## config.mk

```make
export PLATFORM = sky130hd
export DESIGN_NAME = mem_arbiter
export DESIGN_NICKNAME = d
export VERILOG_FILES = /design/src/rtl/mips_bus_pkg.sv /design/src/rtl/arb_wdog.sv /design/src/rtl/mem_arbiter.sv
export SDC_FILE = /design/constraint.sdc
export NUM_CORES = 1
export LEC_CHECK = 0
export ABC_AREA = 1
export CAP_MARGIN = 20
export CELL_PAD_IN_SITES_DETAIL_PLACEMENT = 2
export CELL_PAD_IN_SITES_GLOBAL_PLACEMENT = 2
export CORE_AREA = 2 2 164 166
export DETAILED_ROUTE_END_ITERATION = 10
export DIE_AREA = 0 0 166 168
export GPL_TIMING_DRIVEN = 1
export PLACE_DENSITY = 0.83
export SETUP_SLACK_MARGIN = 0.1
export SLEW_MARGIN = 20
export SYNTH_ARGS = -nofsm -noshare
export SYNTH_HDL_FRONTEND = slang
export SYNTH_HIERARCHICAL = 1
export SYNTH_SLANG_ARGS = --single-unit
export TNS_END_PERCENT = 10
```

## constraint.sdc

```tcl
create_clock -name clk -period 2.05 [get_ports clk]
set_input_delay 0.3075 -clock clk [delete_from_list [all_inputs] [get_ports clk]]
set_output_delay 0.3075 -clock clk [all_outputs]
set_load 0.01 [all_outputs]
```

## src/rtl/mips_bus_pkg.sv

```systemverilog
// Shared definitions for the MIPS memory bus: arbiter FSM states,
// grant-source identifiers and default bus widths.
package mips_bus_pkg;

    localparam int ADDR_W_DEF = 32;
    localparam int DATA_W_DEF = 32;

    // Byte-enable pattern used for instruction fetches (full word).
    localparam logic [3:0] FETCH_BE = 4'hF;

    typedef enum logic [1:0] {
        ST_IDLE   = 2'd0,
        ST_GNT_IF = 2'd1,
        ST_GNT_D  = 2'd2
    } arb_state_e;

    typedef enum logic {
        SRC_IF = 1'b0,
        SRC_D  = 1'b1
    } grant_src_e;

    // Round-robin pick when both requesters are pending: the side that
    // was not served last wins.
    function automatic grant_src_e rr_pick(input grant_src_e last_grant);
        return (last_grant == SRC_IF) ? SRC_D : SRC_IF;
    endfunction

endpackage

```

## src/rtl/arb_wdog.sv

```systemverilog
// Watchdog for a single memory access: counts stalled cycles and flags
// expiry in the cycle the count reaches LIMIT.
module arb_wdog #(
    parameter int LIMIT = 255
) (
    input  logic clk,
    input  logic rst,
    input  logic clr,
    input  logic inc,
    output logic expire
);

    localparam int CNT_W = $clog2(LIMIT + 1);

    logic [CNT_W-1:0] cnt_reg;

    // Stall counter: cleared while idle, advanced on every stalled cycle.
    always_ff @(posedge clk) begin
        if (rst) begin
            cnt_reg <= '0;
        end else if (clr) begin
            cnt_reg <= '0;
        end else if (inc) begin
            cnt_reg <= cnt_reg + 1'b1;
        end
    end

    // Expiry fires in the stalled cycle that brings the count up to LIMIT.
    always_comb begin
        expire = inc && (cnt_reg == CNT_W'(LIMIT - 1));
    end

endmodule

```

## src/rtl/mem_arbiter.sv

```systemverilog
// Round-robin arbiter sharing one synchronous memory port between the
// instruction-fetch path and the data path of the MIPS core.
// Optional watchdog: define ARB_TIMEOUT_EN to abort accesses stalled
// for TIMEOUT_CYCLES cycles (acks with zero data and sets sticky err).
module mem_arbiter
    import mips_bus_pkg::*;
#(
    parameter int ADDR_W         = ADDR_W_DEF,
    parameter int DATA_W         = DATA_W_DEF,
    parameter int TIMEOUT_CYCLES = 255
) (
    input  logic              clk,
    input  logic              rst,
    input  logic              if_req,
    input  logic [ADDR_W-1:0] if_addr,
    output logic [DATA_W-1:0] if_rdata,
    output logic              if_ack,
    input  logic              d_req,
    input  logic              d_we,
    input  logic [3:0]        d_be,
    input  logic [ADDR_W-1:0] d_addr,
    input  logic [DATA_W-1:0] d_wdata,
    output logic [DATA_W-1:0] d_rdata,
    output logic              d_ack,
    output logic              mem_ce,
    output logic              mem_we,
    output logic [3:0]        mem_be,
    output logic [ADDR_W-1:0] mem_addr,
    output logic [DATA_W-1:0] mem_wdata,
    input  logic [DATA_W-1:0] mem_rdata,
    input  logic              mem_ready,
    output logic              err
);

    arb_state_e        state_reg;
    grant_src_e        last_grant_reg;
    logic [ADDR_W-1:0] addr_reg;
    logic              we_reg;
    logic [3:0]        be_reg;
    logic [DATA_W-1:0] wdata_reg;
    logic              err_reg;
    logic              granted;
    logic              expire;
    logic              done;

    // A zero-length watchdog would abort every access immediately.
    generate
        if (TIMEOUT_CYCLES < 1) begin : g_bad_timeout
            $error("mem_arbiter: TIMEOUT_CYCLES must be at least 1");
        end
    endgenerate

    assign granted = (state_reg != ST_IDLE);

`ifdef ARB_TIMEOUT_EN
    arb_wdog #(
        .LIMIT (TIMEOUT_CYCLES)
    ) u_wdog (
        .clk    (clk),
        .rst    (rst),
        .clr    (!granted),
        .inc    (granted && !mem_ready),
        .expire (expire)
    );
`else
    assign expire = 1'b0;
`endif

    // An access ends on memory completion or on watchdog expiry.
    assign done = granted && (mem_ready || expire);

    // Arbitration FSM: grant from IDLE, latch the winner's request, wait
    // for completion, then return to IDLE (one bubble between accesses).
    always_ff @(posedge clk) begin
        if (rst) begin
            state_reg      <= ST_IDLE;
            last_grant_reg <= SRC_IF;
            addr_reg       <= '0;
            we_reg         <= 1'b0;
            be_reg         <= '0;
            wdata_reg      <= '0;
            err_reg        <= 1'b0;
        end else begin
            case (state_reg)
                ST_IDLE: begin
                    if (d_req && (!if_req || rr_pick(last_grant_reg) == SRC_D)) begin
                        state_reg <= ST_GNT_D;
                        addr_reg  <= d_addr;
                        we_reg    <= d_we;
                        be_reg    <= d_be;
                        wdata_reg <= d_wdata;
                    end else if (if_req) begin
                        state_reg <= ST_GNT_IF;
                        addr_reg  <= if_addr;
                        we_reg    <= 1'b0;
                        be_reg    <= FETCH_BE;
                        wdata_reg <= '0;
                    end
                end
                ST_GNT_IF, ST_GNT_D: begin
                    if (done) begin
                        state_reg      <= ST_IDLE;
                        last_grant_reg <= (state_reg == ST_GNT_D) ? SRC_D : SRC_IF;
                        // Only a genuine stall-out is an error; a late
                        // mem_ready in the expiry cycle still wins.
                        if (!mem_ready) begin
                            err_reg <= 1'b1;
                        end
                    end
                end
                default: begin
                    state_reg <= ST_IDLE;
                end
            endcase
        end
    end

    // Memory-side outputs: driven from the latched request while granted.
    always_comb begin
        mem_ce    = granted;
        mem_we    = granted ? we_reg    : 1'b0;
        mem_be    = granted ? be_reg    : 4'h0;
        mem_addr  = granted ? addr_reg  : '0;
        mem_wdata = granted ? wdata_reg : '0;
    end

    // Requester-side completion: ack and data only in the finishing cycle;
    // an aborted access returns zero data.
    always_comb begin
        if_ack   = done && (state_reg == ST_GNT_IF);
        d_ack    = done && (state_reg == ST_GNT_D);
        if_rdata = (if_ack && mem_ready) ? mem_rdata : '0;
        d_rdata  = (d_ack  && mem_ready) ? mem_rdata : '0;
        err      = err_reg;
    end

endmodule

```

# Word-level counts from Yosys, hierarchy flattened
# Cells that the tools add are included.
# totals
ff_bits	73
inputBits	138
output_inout_bits	137
wordCells	48
# op_classes
n_eq_ne	4
muxes	20
n_bitwise	1
n_reduce_logical	16
# op_table
operator	n
$mux W32	8
$mux W4	3
$logic_and A1 B1 Y1	6
$mux W2	3
$reduce_and A2 Y1	3
$mux W1	5
$pmux W2 S2	1
$reduce_bool A2 Y1	2
$ne A3 B3 Y1 const B	1
$reduce_and A3 Y1	1
$eq A2 B1 Y1 const B	1
$eq A2 B2 Y1 const B	1
$logic_not A2 Y1	1
$ne A2 B2 Y1 const B	1
$reduce_or A2 Y1	1
$logic_not A1 Y1	1
$logic_or A1 B1 Y1	1
$not A1 Y1	1

# Depth between registers and ports, before layout
# logic_depth
depth_word	5
ltp_mapped	9

# Worst setup path after synthesis
# No wires, ideal clock.
# synth_path
path_type	reg2out
startpoint	register state_reg[0]
endpoint	output d_rdata[10]
arrival_ps	1552
t_required_ps	1742
slack_ps	191
stages_incl_launch_ff	10
path_buffers	2
path_cell_list	dfxtp_1 -> inv_1 -> ha_1 -> buf_4 -> inv_2 -> nand2_1 -> nor2_1 -> inv_2 -> buf_2 -> nor2_1
# synth_between
elab_chain_cells	5
# synth_rtl
element	line	text
from (decl)	mem_arbiter.sv:35	arb_state_e state_reg;
from (signal assigned)	mem_arbiter.sv:76	state_reg <= ST_IDLE;
from (signal assigned)	mem_arbiter.sv:87	state_reg <= ST_GNT_D;
from (signal assigned)	mem_arbiter.sv:93	state_reg <= ST_GNT_IF;
$reduce_bool A2 Y1	mem_arbiter.sv:53	assign granted = (state_reg != ST_IDLE);
net mem_ce	mem_arbiter.sv:25	output logic mem_ce,
$logic_and A1 B1 Y1	mem_arbiter.sv:70	assign done = granted && (mem_ready || expire);
$logic_and A1 B1 Y1	mem_arbiter.sv:131	d_ack = done && (state_reg == ST_GNT_D);
net d_ack	mem_arbiter.sv:24	output logic d_ack,
$logic_and A1 B1 Y1	mem_arbiter.sv:133	d_rdata = (d_ack && mem_ready) ? mem_rdata : '0;
$mux W32	mem_arbiter.sv:133	
to (decl)	mem_arbiter.sv:23	output logic [DATA_W-1:0] d_rdata,
# The timed path passes the listed nets, and every way through them passes these cells.

# Final worst setup path
# layout_path
startpoint	register state_reg[0]
endpoint	output if_rdata[29]
# layout_between
elab_chain_cells	5
# layout_rtl
element	line	text
$reduce_bool A2 Y1	mem_arbiter.sv:53	
$logic_and A1 B1 Y1	mem_arbiter.sv:70	
$logic_and A1 B1 Y1 (*)	mem_arbiter.sv:130	if_ack = done && (state_reg == ST_GNT_IF);
$logic_and A1 B1 Y1 (*)	mem_arbiter.sv:132	if_rdata = (if_ack && mem_ready) ? mem_rdata : '0;
$mux W32 (*)	mem_arbiter.sv:132	
to (decl)	mem_arbiter.sv:16	output logic [DATA_W-1:0] if_rdata,
# Every way passes the cells marked *; elsewhere a longest branch is shown, timed or not.

==> metrics.yaml <==
fin_nets: 1103
final_area_um2: 7880
dr.first_iter.drc_count: 145
drt_wl_total_mm: 20.9
netlist_area_um2: 4120
first_pass_iters: 3
path_clk_slew_ns: 0.06
route.met2.wl_mm: 10.7
netlist.area_leader.share: 0.355
ys_types: 21
post-route-period-util: 0.955
synthXorXnorAreaFrac: 0
finalClockSkew_ns: 0.00734
path_class: "reg2out"
peakVddDrop_uv: 305
grtUsageTotal: 0.142
seqPwrFrac: 0.336
finalSetupViolations: 0
io_buffers: 274
tns_ns: 0
via_per_inst: 4.13
fmax_ghz: 0.511
synth_top_family_by_area: "simple AND/OR/NAND/NOR gates"
yosys-top-cells-area: "dfxtp_1, nor2_1, nand2_1, inv_1, a21oi_1"
syn_area_per_cell_um2: 5.98
rsz0062_at_grt: "true"
vias: 5409
crit_path_end_kind: "primary output"
p_sw_mw: 1.58
power.density_nw_per_um2: 625
start_util: 0.156
grt_max_degree: 50
die_area_um2: 27900
synth_edf_count: 0
io_pins: 275
combPwrFrac: 0.322
grt_pass1_wl_mm: 31.7
synth_flop_cell: "dfxtp_1"
synth_most_common_cell: "nor2_1"
synth_compound_area_frac: 0.141
crit_path_max_fanout: 8
hold_violations: 0
wl_met3_mm: 1.12
maxCapViolations: 0
synth-simple-area-share: 0.339
maxSlewHeadroom: 0.666
drv_slew: 0
worst_pin_slew_ns: 0.501
routedWlPerCell_um: 16.0
synth_top_area_cell: "dfxtp_1"
synthCells: 688
highest_layer: "met4"
numCtsBuffers: 9
synth-seq-cells: 73
power.leakage_nw: 3.58
die_w_um: 166
place_congestion: 0.798
clkPwrFrac: 0.341
synthArstFlopShare: 0
power.internal_mw: 3.35
cts_buffer_depth: 2
grt_antenna_before_repair: 2
ys_seq_area_frac: 0.355
core_um2: 26400
required_ns: 1.74
chipHeight_um: 168
synth_fa_ha_area_frac: 0.00912
grt_pass1_vias: 5747
fp-row-count: 60
htree_num_levels: 3
n_fill_cell: 3087
synth_common_cells: "nor2_1, nand2_1, inv_1"
critPathArrivalTime_ns: 1.65
insertion_delay_ns: 0.33
clockRootBuffer: "clkbuf_16"
drc_errors: 0
cts_tree: "done"
min_period_ns: 1.96
timing.critical_path.from_type: "flop"
drt-met1-wl_mm: 8.84
synthMuxAreaShare: 0
hold_class: "reg2reg"
place_hpwl_mm: 15.0
syn_nets: 829
synthToLayoutAreaGrowth_pct: 91.5
postPlaceCellArea_um2: 7380
drive_gt1_frac: 0.267
ant_nets: 0
switching_share: 0.320
grt_overflow_total: 0
outcome: "complete, no violations"
cts.sinks: 73
ys_warn_count: 6
cells by family (layout without fill, tap and decap cells):
logic type / Yosys count / in the layout
simple gates: 345 / 345
buf+inv: 159 / 438
compound gates: 108 / 108
flops: 73 / 73
fa+ha+maj: 3 / 3
other cells: 0 / 2
per-stage QoR:
stage | power, mW | std cells | utilization | hold slack [ns] | setup slack, ns
after floorplan | 2.40 | 688 | - | 0.430 | 0.191
after global placement | 3.18 | 1283 | 0.280 | 0.413 | -0.138
after detailed placement | 3.23 | 1283 | 0.280 | 0.426 | -0.242
after CTS | 4.92 | 1303 | 0.283 | 0.435 | -0.0232
after global routing | 5.27 | 1310 | 0.299 | 0.445 | -0.0304
final | 4.93 | 1310 | 0.299 | 0.432 | 0.0916
worst max-delay path: stages (launching register included):
cell	delay (ns)
dfxtp_2	0.34
inv_2	0.05
ha_4	0.17
inv_4	0.06
buf_6	0.09
nand3_4	0.15
clkbuf_16	0.24
nor2_4	0.12
buf_6	0.10
per-layer routing:
metal  track usage  vias up
met3        0.0317       12
met2         0.257      178
met5             0        -
li1              -     2626
met4        0.0374        0
met1         0.168     2593
layout make-up:
class                           instances  area, µm²  share of cell area
Sequential cell                        73       1460               0.186
Inverter                              111        427              0.0541
Multi-Input combinational cell        456       2370               0.301
Antenna cell                            2       5.00            0.000635
Clock buffer                           12        267              0.0338
Timing Repair Buffer                  311       2870               0.364
Clock inverter                          4       50.0             0.00635
Tap cell                              341        427              0.0541
worst paths after layout:
| check | start | slack [ns] | to | cells past startpoint |
|---|---|---|---|---|
| min reg2reg | err | 0.43 | err | 2 |
| max reg2reg | state_reg[0] | 0.29 | wdata_reg[2] | 9 |
| min | err | 0.43 | err | 2 |
| max | state_reg[0] | 0.09 | if_rdata[29] | 8 |
power groups by stage:
stage	Clock, mW	Combinational [mW]	Sequential (mW)
final	1.68	1.59	1.66
after detailed placement	0	1.54	1.69
after CTS	1.76	1.50	1.66
after floorplan	0	0.729	1.67
after global placement	0	1.50	1.68
after global routing	1.83	1.77	1.68
cells in the final DEF, fill, tap and decap left out, types with 10 or more instances in the layout:
master,instances
nand2_2,12
o21ai_0,36
buf_4,23
clkbuf_16,12
buf_2,57
nor2_4,39
clkbuf_2,18
nor2_1,113
inv_1,104
dlygate4sd2_1,23
dfxtp_1,71
buf_6,39
a21oi_1,61
a21oi_2,10
nand3_1,36
clkdlybuf4s50_1,137
nand2_1,124
nor2_2,16
what timing repair did:
| action | CTS | global route |
|---|---|---|
| pin swaps | 1 | 32 |
| cloned | 2 | 3 |
| setup endpoints to repair | 136 | 107 |
| buffers inserted | 2 | 3 |
| gates resized for setup | 410 | 198 |
| endpoints found under the hold margin | 0 | 0 |
| hold buffers | 0 | 0 |
No activity file was read; power rests on OpenSTA's default activity.
